$ cat src/rtl/mc_pkg.sv
// Shared definitions for the multicycle RV32I controller.
//   state_t      : 5-bit FSM state encoding, which is also exported on the debug port
//   OPC_*        : RV32I major opcodes that the controller dispatches on
//   ALU_*        : ALUControl encoding understood by the datapath ALU
//   ALUOP_*      : coarse ALU operation class that the FSM hands to alu_op_decoder
package mc_pkg;

    typedef enum logic [4:0] {
        FETCH     = 5'd0,
        DECODE    = 5'd1,
        MEM_ADDR  = 5'd2,
        MEM_READ  = 5'd3,
        MEM_WRITE = 5'd4,
        WRITEBACK = 5'd5,
        ALU_WB    = 5'd6,
        EXEC_R    = 5'd7,
        EXEC_I    = 5'd8,
        JAL       = 5'd9,
        JALR      = 5'd10,
        JALR_LINK = 5'd11,
        BRANCH    = 5'd12,
        AUIPC     = 5'd13,
        LUI       = 5'd14,
        FAULT     = 5'd15
    } state_t;

    localparam logic [6:0] OPC_LOAD   = 7'b0000011;
    localparam logic [6:0] OPC_STORE  = 7'b0100011;
    localparam logic [6:0] OPC_OP     = 7'b0110011;
    localparam logic [6:0] OPC_OP_IMM = 7'b0010011;
    localparam logic [6:0] OPC_JAL    = 7'b1101111;
    localparam logic [6:0] OPC_JALR   = 7'b1100111;
    localparam logic [6:0] OPC_BRANCH = 7'b1100011;
    localparam logic [6:0] OPC_AUIPC  = 7'b0010111;
    localparam logic [6:0] OPC_LUI    = 7'b0110111;

    localparam logic [3:0] ALU_ADD  = 4'd0;
    localparam logic [3:0] ALU_SUB  = 4'd1;
    localparam logic [3:0] ALU_AND  = 4'd2;
    localparam logic [3:0] ALU_OR   = 4'd3;
    localparam logic [3:0] ALU_XOR  = 4'd4;
    localparam logic [3:0] ALU_SLT  = 4'd5;
    localparam logic [3:0] ALU_SLTU = 4'd6;
    localparam logic [3:0] ALU_SLL  = 4'd7;
    localparam logic [3:0] ALU_SRL  = 4'd8;
    localparam logic [3:0] ALU_SRA  = 4'd9;

    localparam logic [1:0] ALUOP_ADD   = 2'b00;
    localparam logic [1:0] ALUOP_SUB   = 2'b01;
    localparam logic [1:0] ALUOP_FUNCT = 2'b10;

    // States that hold a memory request open and therefore run the wait counter.
    function automatic logic is_mem_state(input state_t s);
        return (s == FETCH) || (s == MEM_READ) || (s == MEM_WRITE);
    endfunction

endpackage

$ cat src/rtl/mc_controller_if.sv
// Bundle between the control FSM and the datapath/memory.
//   master : controller side (samples IR, ALU flags, mem_ready; drives strobes/muxes)
//   slave  : datapath side (the reverse directions)
interface mc_controller_if;
    logic [31:0] instruction;
    logic        zero;
    logic        negative;
    logic        overflow;
    logic        carry;
    logic        mem_ready;

    logic        pc_write;
    logic        AdrSrc;
    logic        MemRead;
    logic        MemWrite;
    logic        IRWrite;
    logic        RegWrite;
    logic [1:0]  ResultSrc;
    logic [1:0]  ALUSrca;
    logic [1:0]  ALUSrcb;
    logic [3:0]  ALUControl;
    logic [2:0]  mem_size;
    logic        illegal;
    logic        mem_fault;
    logic [4:0]  state;

    modport master (
        input  instruction, zero, negative, overflow, carry, mem_ready,
        output pc_write, AdrSrc, MemRead, MemWrite, IRWrite, RegWrite,
               ResultSrc, ALUSrca, ALUSrcb, ALUControl, mem_size,
               illegal, mem_fault, state
    );

    modport slave (
        output instruction, zero, negative, overflow, carry, mem_ready,
        input  pc_write, AdrSrc, MemRead, MemWrite, IRWrite, RegWrite,
               ResultSrc, ALUSrca, ALUSrcb, ALUControl, mem_size,
               illegal, mem_fault, state
    );
endinterface

$ cat src/rtl/mc_controller_alu_op_decoder.sv
// Combinational ALU decoder.
//   alu_op      : class requested by the FSM (add / sub / decode from funct fields)
//   funct3      : instruction[14:12]
//   funct7b5    : instruction[30]
//   opb5        : instruction[5]; distinguishes register ops from immediate ops
//   alu_control : ALU operation select
module alu_op_decoder
    import mc_pkg::*;
(
    input  logic [1:0] alu_op,
    input  logic [2:0] funct3,
    input  logic       funct7b5,
    input  logic       opb5,
    output logic [3:0] alu_control
);

    always_comb begin
        alu_control = ALU_ADD;
        case (alu_op)
            ALUOP_SUB: alu_control = ALU_SUB;
            ALUOP_FUNCT: begin
                case (funct3)
                    // Bit 30 is an immediate bit for addi, so SUB also needs a register op.
                    3'b000:  alu_control = (funct7b5 && opb5) ? ALU_SUB : ALU_ADD;
                    3'b001:  alu_control = ALU_SLL;
                    3'b010:  alu_control = ALU_SLT;
                    3'b011:  alu_control = ALU_SLTU;
                    3'b100:  alu_control = ALU_XOR;
                    3'b101:  alu_control = funct7b5 ? ALU_SRA : ALU_SRL;
                    3'b110:  alu_control = ALU_OR;
                    default: alu_control = ALU_AND;
                endcase
            end
            default: alu_control = ALU_ADD;
        endcase
    end

endmodule

$ cat src/rtl/mc_controller.sv
// Multicycle RV32I control FSM with variable-latency memory.
//   clk, reset : rising-edge clock, asynchronous active-high reset
//   bus        : mc_controller_if.master -- IR, ALU flags and mem_ready in;
//                datapath strobes, mux selects, ALUControl, mem_size,
//                sticky illegal/mem_fault flags and debug state out
// Memory states hold their request until mem_ready; a wait counter forces a
// FAULT after MEM_TIMEOUT unanswered cycles. FAULT is absorbing until reset.
module mc_controller
    import mc_pkg::*;
#(
    parameter int MEM_TIMEOUT = 16,
    parameter int TIMEOUT_W   = $clog2(MEM_TIMEOUT + 1)
) (
    input  logic            clk,
    input  logic            reset,
    mc_controller_if.master bus
);

    state_t                 state_reg, state_next;
    logic [TIMEOUT_W-1:0]   wait_cnt_reg, wait_cnt_next;
    logic                   illegal_reg, illegal_next;
    logic                   mem_fault_reg, mem_fault_next;

    logic [TIMEOUT_W-1:0]   wait_inc;
    logic                   timeout;
    logic [1:0]             alu_op;
    logic                   branch_taken;
    logic                   branch_legal;

    logic [6:0] opcode;
    logic [2:0] funct3;

    assign opcode = bus.instruction[6:0];
    assign funct3 = bus.instruction[14:12];

    // Counter only advances while waiting, so it never exceeds MEM_TIMEOUT.
    assign wait_inc = wait_cnt_reg + 1'b1;
    assign timeout  = (wait_inc == TIMEOUT_W'(MEM_TIMEOUT));

    alu_op_decoder u_alu_dec (
        .alu_op      (alu_op),
        .funct3      (funct3),
        .funct7b5    (bus.instruction[30]),
        .opb5        (bus.instruction[5]),
        .alu_control (bus.ALUControl)
    );

    // Flags come from rs1 - rs2; carry=1 means no borrow, i.e. rs1 >= rs2 unsigned.
    always_comb begin
        branch_taken = 1'b0;
        branch_legal = 1'b1;
        case (funct3)
            3'b000:  branch_taken = bus.zero;
            3'b001:  branch_taken = !bus.zero;
            3'b100:  branch_taken = bus.negative ^ bus.overflow;
            3'b101:  branch_taken = !(bus.negative ^ bus.overflow);
            3'b110:  branch_taken = !bus.carry;
            3'b111:  branch_taken = bus.carry;
            default: branch_legal = 1'b0;
        endcase
    end

    always_ff @(posedge clk or posedge reset) begin
        if (reset) begin
            state_reg     <= FETCH;
            wait_cnt_reg  <= '0;
            illegal_reg   <= 1'b0;
            mem_fault_reg <= 1'b0;
        end else begin
            state_reg     <= state_next;
            wait_cnt_reg  <= wait_cnt_next;
            illegal_reg   <= illegal_next;
            mem_fault_reg <= mem_fault_next;
        end
    end

    always_comb begin
        state_next     = state_reg;
        illegal_next   = illegal_reg;
        mem_fault_next = mem_fault_reg;
        alu_op         = ALUOP_ADD;
        bus.pc_write   = 1'b0;
        bus.AdrSrc     = 1'b0;
        bus.MemRead    = 1'b0;
        bus.MemWrite   = 1'b0;
        bus.IRWrite    = 1'b0;
        bus.RegWrite   = 1'b0;
        bus.ResultSrc  = 2'b00;
        bus.ALUSrca    = 2'b00;
        bus.ALUSrcb    = 2'b00;
        bus.mem_size   = 3'b000;

        // Every non-memory state leaves the counter at zero, so entering a
        // memory state always starts a fresh count.
        if (is_mem_state(state_reg) && !bus.mem_ready)
            wait_cnt_next = wait_inc;
        else if (state_reg == FAULT)
            wait_cnt_next = wait_cnt_reg;
        else
            wait_cnt_next = '0;

        case (state_reg)
            FETCH: begin
                bus.MemRead   = 1'b1;
                bus.ALUSrcb   = 2'b10;
                bus.ResultSrc = 2'b10;
                if (bus.mem_ready) begin
                    bus.IRWrite  = 1'b1;
                    bus.pc_write = 1'b1;
                    state_next   = DECODE;
                end else if (timeout) begin
                    state_next     = FAULT;
                    mem_fault_next = 1'b1;
                end
            end
            DECODE: begin
                bus.ALUSrca = 2'b01;
                bus.ALUSrcb = 2'b01;
                case (opcode)
                    OPC_LOAD, OPC_STORE: state_next = MEM_ADDR;
                    OPC_OP:              state_next = EXEC_R;
                    OPC_OP_IMM:          state_next = EXEC_I;
                    OPC_JAL:             state_next = JAL;
                    OPC_JALR:            state_next = JALR;
                    OPC_BRANCH:          state_next = BRANCH;
                    OPC_AUIPC:           state_next = AUIPC;
                    OPC_LUI:             state_next = LUI;
                    default: begin
                        state_next   = FAULT;
                        illegal_next = 1'b1;
                    end
                endcase
            end
            MEM_ADDR: begin
                bus.ALUSrca = 2'b10;
                bus.ALUSrcb = 2'b01;
                state_next  = (opcode == OPC_LOAD) ? MEM_READ : MEM_WRITE;
            end
            MEM_READ: begin
                bus.AdrSrc   = 1'b1;
                bus.MemRead  = 1'b1;
                bus.mem_size = funct3;
                if (bus.mem_ready) begin
                    state_next = WRITEBACK;
                end else if (timeout) begin
                    state_next     = FAULT;
                    mem_fault_next = 1'b1;
                end
            end
            MEM_WRITE: begin
                bus.AdrSrc   = 1'b1;
                bus.MemWrite = 1'b1;
                bus.mem_size = funct3;
                if (bus.mem_ready) begin
                    state_next = FETCH;
                end else if (timeout) begin
                    state_next     = FAULT;
                    mem_fault_next = 1'b1;
                end
            end
            WRITEBACK: begin
                bus.ResultSrc = 2'b01;
                bus.RegWrite  = 1'b1;
                state_next    = FETCH;
            end
            ALU_WB: begin
                bus.RegWrite = 1'b1;
                state_next   = FETCH;
            end
            EXEC_R: begin
                bus.ALUSrca = 2'b10;
                alu_op      = ALUOP_FUNCT;
                state_next  = ALU_WB;
            end
            EXEC_I: begin
                bus.ALUSrca = 2'b10;
                bus.ALUSrcb = 2'b01;
                alu_op      = ALUOP_FUNCT;
                state_next  = ALU_WB;
            end
            JAL: begin
                // PC takes the target computed in DECODE; ALU forms the link value.
                bus.pc_write = 1'b1;
                bus.ALUSrca  = 2'b01;
                bus.ALUSrcb  = 2'b10;
                state_next   = ALU_WB;
            end
            JALR: begin
                bus.ALUSrca   = 2'b10;
                bus.ALUSrcb   = 2'b01;
                bus.ResultSrc = 2'b10;
                bus.pc_write  = 1'b1;
                state_next    = JALR_LINK;
            end
            JALR_LINK: begin
                bus.ALUSrca = 2'b01;
                bus.ALUSrcb = 2'b10;
                state_next  = ALU_WB;
            end
            BRANCH: begin
                bus.ALUSrca = 2'b10;
                alu_op      = ALUOP_SUB;
                if (branch_legal) begin
                    bus.pc_write = branch_taken;
                    state_next   = FETCH;
                end else begin
                    state_next   = FAULT;
                    illegal_next = 1'b1;
                end
            end
            AUIPC: begin
                bus.ALUSrca = 2'b01;
                bus.ALUSrcb = 2'b01;
                state_next  = ALU_WB;
            end
            LUI: begin
                bus.ALUSrca = 2'b11;
                bus.ALUSrcb = 2'b01;
                state_next  = ALU_WB;
            end
            FAULT: state_next = FAULT;
            default: state_next = FAULT;
        endcase
    end

    assign bus.illegal   = illegal_reg;
    assign bus.mem_fault = mem_fault_reg;
    assign bus.state     = state_reg;

endmodule

$ cat src/flat_wrapper.sv
// flat-port wrapper written by rule: the top's interface ports become plain ports
module mc_controller_flat import mc_pkg::*;
#(
    parameter int MEM_TIMEOUT = 16,
    parameter int TIMEOUT_W   = $clog2(MEM_TIMEOUT + 1)
)
  (clk, reset, bus_instruction, bus_zero, bus_negative, bus_overflow, bus_carry, bus_mem_ready, bus_pc_write, bus_AdrSrc, bus_MemRead, bus_MemWrite, bus_IRWrite, bus_RegWrite, bus_ResultSrc, bus_ALUSrca, bus_ALUSrcb, bus_ALUControl, bus_mem_size, bus_illegal, bus_mem_fault, bus_state);
  mc_controller_if bus_i ();
  input  logic clk;
  input  logic reset;
  input wire logic [$bits(bus_i.instruction)-1:0] bus_instruction;
  input wire logic [$bits(bus_i.zero)-1:0] bus_zero;
  input wire logic [$bits(bus_i.negative)-1:0] bus_negative;
  input wire logic [$bits(bus_i.overflow)-1:0] bus_overflow;
  input wire logic [$bits(bus_i.carry)-1:0] bus_carry;
  input wire logic [$bits(bus_i.mem_ready)-1:0] bus_mem_ready;
  output wire logic [$bits(bus_i.pc_write)-1:0] bus_pc_write;
  output wire logic [$bits(bus_i.AdrSrc)-1:0] bus_AdrSrc;
  output wire logic [$bits(bus_i.MemRead)-1:0] bus_MemRead;
  output wire logic [$bits(bus_i.MemWrite)-1:0] bus_MemWrite;
  output wire logic [$bits(bus_i.IRWrite)-1:0] bus_IRWrite;
  output wire logic [$bits(bus_i.RegWrite)-1:0] bus_RegWrite;
  output wire logic [$bits(bus_i.ResultSrc)-1:0] bus_ResultSrc;
  output wire logic [$bits(bus_i.ALUSrca)-1:0] bus_ALUSrca;
  output wire logic [$bits(bus_i.ALUSrcb)-1:0] bus_ALUSrcb;
  output wire logic [$bits(bus_i.ALUControl)-1:0] bus_ALUControl;
  output wire logic [$bits(bus_i.mem_size)-1:0] bus_mem_size;
  output wire logic [$bits(bus_i.illegal)-1:0] bus_illegal;
  output wire logic [$bits(bus_i.mem_fault)-1:0] bus_mem_fault;
  output wire logic [$bits(bus_i.state)-1:0] bus_state;
  assign bus_i.instruction = bus_instruction;
  assign bus_i.zero = bus_zero;
  assign bus_i.negative = bus_negative;
  assign bus_i.overflow = bus_overflow;
  assign bus_i.carry = bus_carry;
  assign bus_i.mem_ready = bus_mem_ready;
  assign bus_pc_write = bus_i.pc_write;
  assign bus_AdrSrc = bus_i.AdrSrc;
  assign bus_MemRead = bus_i.MemRead;
  assign bus_MemWrite = bus_i.MemWrite;
  assign bus_IRWrite = bus_i.IRWrite;
  assign bus_RegWrite = bus_i.RegWrite;
  assign bus_ResultSrc = bus_i.ResultSrc;
  assign bus_ALUSrca = bus_i.ALUSrca;
  assign bus_ALUSrcb = bus_i.ALUSrcb;
  assign bus_ALUControl = bus_i.ALUControl;
  assign bus_mem_size = bus_i.mem_size;
  assign bus_illegal = bus_i.illegal;
  assign bus_mem_fault = bus_i.mem_fault;
  assign bus_state = bus_i.state;
  mc_controller #(.MEM_TIMEOUT(MEM_TIMEOUT), .TIMEOUT_W(TIMEOUT_W)) u_core (.clk(clk), .reset(reset), .bus(bus_i));
endmodule
$ cat config.mk
export PLATFORM = sky130hd
export DESIGN_NAME = mc_controller_flat
export DESIGN_NICKNAME = d
export VERILOG_FILES = /design/src/rtl/mc_pkg.sv /design/src/rtl/mc_controller_if.sv /design/src/rtl/mc_controller_alu_op_decoder.sv /design/src/rtl/mc_controller.sv /design/src/flat_wrapper.sv
export SDC_FILE = /design/constraint.sdc
export NUM_CORES = 1
export LEC_CHECK = 0
export BUFFER_PORTS_ARGS = -buffer_cell sky130_fd_sc_hd__buf_2
export CORE_MARGIN = 8
export CORE_UTILIZATION = 48
export CTS_BUF_LIST = sky130_fd_sc_hd__clkbuf_4
export DETAILED_ROUTE_END_ITERATION = 7
export PLACE_DENSITY = 0.82
export SLEW_MARGIN = 25
export SYNTH_ARGS = -nofsm -noshare
export SYNTH_HDL_FRONTEND = slang
export SYNTH_SLANG_ARGS = --single-unit
export TNS_END_PERCENT = 5
$ cat constraint.sdc
create_clock -name clk -period 2.75 [get_ports clk]
set_clock_uncertainty 0.2 [all_clocks]
set_input_delay 0.55 -clock clk [delete_from_list [all_inputs] [get_ports clk]]
set_output_delay 0.55 -clock clk [all_outputs]
set_load 0.01 [all_outputs]
==> out/qor.csv, run 1 <==
metric,value,unit
post_cts_buffers,0,
finalCritPeriodShare,98.0,%
avgSynthCellArea,7.36,um2
cp_num_buf_inv,1,
ant_nets,0,
critPathRequiredTime,2.00,ns
drive_above_1_share,29.1,%
muxShareOfSynthArea,2.18,%
dr.pass1.iters,4,
yosysWarnings,0,
fin_crit,2.69,ns
max_stage_delay,0.44,ns
maxCapViolCount,0,
clock_latency,0.27,ns
syn_inst,187,
post_drt_wl_per_cell,14.0,um
cts_tree,built,
final_max_slew_viol_count,0,
synthToLayoutAreaGrowth,21.0,%
synth-compound-area-share,27.5,%
rsz0062_at_grt,true,
synth_xor_area_share,3.82,%
cp.arrival,1.94,ns
clk_pin_slew_worst_paths,0.08,ns
gpl.final_weighted_congestion,0.867,
antennaDiodeCount,0,
stdcell_count,258,
most-common-layout-cells,"43 x buf_2, 18 x nor2_1, 11 x nand2_1, 10 x a21oi_1",
final_common_cell,buf_2,
synth.distinct_cells,53,
grt_pass1_vias,1397,
num-nets-final,270,
rows,19,
synth-seq-cells,12,
die_w,69.5,um
dp_cells,254,
routed_wirelength,3610,um
grtUsageTotal,14.6,%
synth-async-reset-ratio,100,%
io_buffers,43,
path_cells,nor2b_4 > nand3_1 > a21o_1 > ha_1 > nor4bb_1 > buf_2,
vias,1490,
die_area,4840,um2
grt_antenna_before_repair,0,
synth_top_family_by_area,simple AND/OR/NAND/NOR gates,
powerDensity,684,nW/um2
cp-start-kind,register,
fin_ws,0.0558,ns
h-tree-depth,1,
cp-end-kind,output port,
fmaxAchievable,371,MHz
cts_buffer_depth,2,
synth-main-ff-cell,dfrtp_1,
cp_max_fo,7,
via_per_inst,5.78,
cts_sinks,12,
critPathSlowestCell,dfrtp_2,
yosysSeqAreaShare,21.8,%
drt_iter0_markers,121,
drc,0,
grt_overflow,0,
grt_max_degree,19,
worstSetupPathType,reg2out,
ios,65,
clockRootBuffer,clkbuf_4,
core_area,2730,um2
syn_nets,229,
synth_fa_ha_area_share,2.73,%
worstHoldPathType,in2async,
ir_worst_vdd,0.463,mV
die_h,69.5,um
crit_family,simple AND/OR/NAND/NOR gates,
dp_slack,0.225,ns
outcome,"finished, final reports clean",
dp_hpwl,2810,um
yosys.area_share.simple,34.0,%
ctsHoldBuffers,0,
finalHoldViolations,0,
grt_pass1_wl,6190,um
leakagePower,0.733,nW
synth_edf_count,0,
final-setup-viol-count,0,
netlist_area,1380,um2
start_util,50.3,%
numCtsBuffers,3,
==> cell usage after synthesis, drive strengths merged, types with 3 or more instances <==
library cell | count | area share [%]
and2 | 7 | 3.2
o21ai | 16 | 5.8
xor2 | 3 | 1.9
mux2i | 3 | 2.2
nand2 | 11 | 3.0
nor2 | 18 | 4.9
nor2b | 11 | 5.0
ha | 3 | 2.7
dfrtp | 12 | 22
xnor2 | 3 | 1.9
inv | 6 | 1.6
buf | 10 | 4.5
nand2b | 4 | 1.8
a21oi | 10 | 3.6
nand3 | 8 | 2.9
a31oi | 3 | 1.4
o31ai | 4 | 2.2
nor3 | 11 | 4.4
clkbuf | 6 | 1.6
nand3b | 4 | 2.2
==> report_power, final <==
| part | leakage, nW | switching [mW] | internal, mW |
|---|---|---|---|
| Clock | 0.0154 | 0.0587 | 0.0526 |
| Combinational | 0.572 | 0.417 | 0.328 |
| Sequential | 0.146 | 0.0658 | 0.218 |
==> area by class of cell <==
class	instances	area, um2
clock buffers	3	22.5
clock inverters	1	3.75
fillers	254	1070
inverters	6	22.5
multi-input cells	153	990
flip-flops and latches	12	305
well taps	31	38.8
repair buffers	52	283
==> what timing repair did <==
item                       4_1_cts  5_1_grt
pin swaps                        0        0
resized for setup                4        5
gates cloned                     0        0
setup endpoints to repair        4        7
==> cell families (layout without fill, tap and decap cells) <==
logic type,Yosys count,count (layout)
AO/OA/AOI/OAI,54,54
XOR/XNOR,6,6
adder cells (fa/ha/maj),3,3
buffers and inverters,22,62
flip-flops,12,12
multiplexers,3,3
other,1,1
AND/OR/NAND/NOR,86,86
==> worst paths after layout <==
check	startpoint	end	slack [ns]	depth (start not counted)
worst max-delay path	u_core.bus.state[2]	bus_ALUControl[2]	0.06	6
worst min-delay path	reset	u_core.bus.state[4]	0.06	2
worst max register to register	u_core.bus.state[2]	u_core.bus.state[0]	0.75	6
worst min register to register	u_core.bus.mem_fault	u_core.bus.mem_fault	0.27	1
max in group asynchronous	reset	u_core.bus.state[3]	1.95	2
min in group clk	u_core.bus.mem_fault	u_core.bus.mem_fault	0.27	1
==> metal layers <==
metal | vias up | global-route usage [%] | share of wire [%]
met5 | - | 0 | 0
met4 | 0 | 6.61 | 1.7
met3 | 6 | 3.00 | 8.4
met2 | 58 | 24.2 | 46
li1 | 757 | - | -
met1 | 669 | 17.7 | 43
==> through the flow <==
stage	total power, mW	hold slack, ns	instance area, um2	TNS (ns)	utilization (%)
4_1_cts	1.12	0.0766	1650	0	60.4
5_1_grt	1.24	0.107	1670	-0.145	60.9
2_1_floorplan	0.792	0.215	1380	0	-
3_5_place_dp	0.999	0.256	1610	0	59.0
6_report	1.14	0.0635	1670	0	60.9
3_3_place_gp	0.987	0.245	1610	0	59.0
(Power assumes the default switching activity.)
==> run 2, diff against run 1 <==
CORE_UTILIZATION = 47   (was 48)
MAX_ROUTING_LAYER = met4   (was not set)
SYNTH_HIERARCHICAL = 1   (was not set)
==> run 2 against run 1 <==
  * Sequential share of layout area decreased by 0.65 points
  * Fmax grew 1.9%
  * Utilization is 2.6 points higher
  * Final cell count fell by 1.2%
  * Non-clock buffer count increased by 4
  * First-iteration DRC count fell by 24%
  * Via count is 1.7% lower
  * Combinational power down 92%
  * Synthesized area fell by 6.0%
  * Critical path type unchanged
  * Highest routed layer unchanged
==> out/qor.csv, run 2 <==
metric,value,unit,change
yosysMostFrequentCell,nor2_1,,unchanged
gpl.final_weighted_congestion,0.960,,was 0.867
clockRootBuffer,clkbuf_4,,unchanged
num-nets-final,267,,was 270
final_common_cell,buf_2,,unchanged
cp_num_buf_inv,1,,unchanged
path_cells,nand2b_4 > nor2_4 > nand2_2 > a21oi_4 > ha_4 > nand2b_4 > nor3_2 > buf_2,,was nor2b_4 > nand3_1 > a21o_1 > ha_1 > nor4bb_1 > buf_2
die_area,4690,um2,was 4840 um2
die_w,68.5,um,was 69.5 um
worstSetupPathType,reg2out,,unchanged
syn_inst,171,,was 187
synth_edf_count,0,,unchanged
synth_area_leader_cell,dfrtp_1,,unchanged
drt_iter0_markers,92,,was 121
cp-end-kind,output port,,unchanged
crit_top_cell,nand2b_4,,
numCtsBuffers,3,,unchanged
leakagePower,0.773,nW,was 0.733 nW
avgSynthCellArea,7.57,um2,was 7.36 um2
cts_buffer_depth,2,,unchanged
drc,0,,unchanged
synth-seq-cells,12,,unchanged
critPathSlowestCell,dfrtp_1,,was dfrtp_2
antennaDiodeCount,0,,unchanged
ys_top_cells_by_area,"dfrtp_1 23%, nor2_1 6.1%, a21oi_1 5.0%",,"was dfrtp_1 22%, nor2b_1 5.0%, nor2_1 4.9%"
fmaxAchievable,378,MHz,was 371 MHz
die_h,68.5,um,was 69.5 um
synth-async-reset-ratio,100,%,unchanged
ir_worst_vdd,0.181,mV,was 0.463 mV
finalCritPeriodShare,96.2,%,was 98.0%
fin_crit,2.64,ns,was 2.69 ns
finalHoldViolations,0,,unchanged
via_per_inst,5.74,,was 5.78
clock_latency,0.27,ns,about the same
max_stage_delay,0.40,ns,was 0.44 ns
yosysSeqAreaShare,23.2,%,was 21.8%
cp-start-kind,register,,unchanged
ios,65,,unchanged
grt_max_degree,18,,was 19
dp_slack,0.0937,ns,was 0.225 ns
rows,19,,unchanged
max_slew_margin,55.6,%,
vias,1464,,was 1490
holdWs,0.0700,ns,was 0.0635 ns
routed_wirelength,3680,um,was 3610 um
final-setup-viol-count,0,,unchanged
critPathRequiredTime,2.00,ns,about the same
grt_overflow,0,,unchanged
synth.distinct_cells,55,,was 53
clk_pin_slew_worst_paths,0.07,ns,was 0.08 ns
crit_start,u_core/bus.state[1],,was u_core.bus.state[2]
rsz0062_at_grt,false,,was true
grt_pass1_wl,5930,um,was 6190 um
reg2reg_from,u_core/bus.state[2],,was u_core.bus.state[2]
cts_tree,built,,unchanged
fin_ws,0.105,ns,was 0.0558 ns
start_util,48.2,%,was 50.3%
powerDensity,206,nW/um2,was 684 nW/um2
yosys.area.top_type_share,23.2,%,was 21.8%
outcome,"finished, final reports clean",,unchanged
syn_nets,213,,was 229
post_drt_wl_per_cell,14.4,um,was 14.0 um
dr.pass1.iters,4,,unchanged
netlist_area,1290,um2,was 1380 um2
ant_nets,0,,unchanged
worstHoldPathType,in2async,,unchanged
final_max_slew_viol_count,0,,unchanged
cts_sinks,12,,unchanged
cp.arrival,1.89,ns,was 1.94 ns
io_buffers,43,,unchanged
most-common-layout-cells,"43 x buf_2, 19 x nor2_1, 12 x buf_4, 12 x nand2_1, 12 x a21oi_1",,"was 43 x buf_2, 18 x nor2_1, 11 x nand2_1, 10 x a21oi_1"
grtUsageTotal,16.1,%,was 14.6%
core_area,2690,um2,was 2730 um2
crit_family,simple AND/OR/NAND/NOR gates,,unchanged
yosysWarnings,6,,was 0
h-tree-depth,1,,unchanged
synth_commonest_cells,"21 x nor2_1, 13 x a21oi_1, 13 x nand2_1, 12 x dfrtp_1",,"was 18 x nor2_1, 12 x dfrtp_1, 11 x nand2_1, 11 x nor2b_1"
final_core_util,63.5,%,was 60.9%
maxCapViolCount,0,,unchanged
synthToLayoutAreaGrowth,31.8,%,was 21.0%
synth-main-ff-cell,dfrtp_1,,unchanged
grt_pass1_vias,1376,,was 1397
worstMarginPinSlew,0.665,ns,
cp_max_fo,3,,was 7
drive_above_1_share,35.3,%,was 29.1%
grt_antenna_before_repair,0,,unchanged
dp_hpwl,2790,um,was 2810 um
## run 2: timing repair
item | in CTS | in global routing
pin swaps | 3 | 3
hold endpoints to repair | 0 | 0
hold buffers | 0 | 0
buffers inserted | 4 | 1
setup endpoints to repair | 4 | 7
gates resized for setup | 6 | 11
## run 2: cells by family after synthesis
group                      Yosys count  synth area share [%]
other                                1                 0.290
muxes                                2                  1.64
DFF                                 12                  23.2
AOI/OAI and AO/OA                   43                  24.2
buffers and inverters               14                  5.03
adders and majority gates            3                  2.90
xor gates and xnor gates            10                  6.77
and+or+nand+nor                     86                  36.0
## run 2: per-stage QoR
step / total power [mW] / area (um2) / cells / TNS (ns)
6_report: 0.351 / 1710 / 255 / 0
5_1_grt: 0.365 / 1710 / 255 / 0
4_1_cts: 0.353 / 1650 / 254 / -0.00325
3_5_place_dp: 0.243 / 1570 / 246 / 0
3_3_place_gp: 0.242 / 1570 / 246 / 0
2_1_floorplan: 0.211 / 1290 / 171 / 0
## run 2: power breakdown
| group | leakage, nW | internal, mW | switching [mW] |
|---|---|---|---|
| Clock | 0.0154 | 0.0524 | 0.0575 |
| Sequential | 0.139 | 0.178 | 0.00207 |
| Combinational | 0.618 | 0.0252 | 0.0361 |
| Total | 0.773 | 0.255 | 0.0957 |
## run 2: cell type report
cell class                      count  area (um2)
Clock inverter                      1        3.75
Sequential cell                    12         302
Clock buffer                        3        22.5
Tap cell                           31        38.8
Inverter                            7        26.3
Multi-Input combinational cell    145         996
Timing Repair Buffer               56         317
Fill cell                         257         981
## run 2: worst paths after layout
kind | endpoint | slack (ns) | depth (start not counted)
worst max register to register | u_core/wait_cnt_reg[2] | 0.60 | 6
min in group clk | u_core/bus.mem_fault | 0.26 | 1
max in group asynchronous | u_core/bus.state[3] | 1.95 | 2
worst min-delay path | u_core/wait_cnt_reg[0] | 0.07 | 2
worst min register to register | u_core/bus.mem_fault | 0.26 | 1
worst max-delay path | bus_ALUControl[3] | 0.11 | 8
## run 2: per-layer routing
| layer | GRT usage (%) | wire length, um | share of wire [%] | vias to the layer above |
|---|---|---|---|---|
| met1 | 21.4 | 1610 | 44 | 689 |
| met5 | - | 0 | 0 | - |
| li1 | - | - | - | 721 |
| met2 | 25.4 | 1820 | 50 | 52 |
| met3 | 0.818 | 219 | 6.0 | 2 |
| met4 | 5.37 | 19 | 0.52 | 0 |
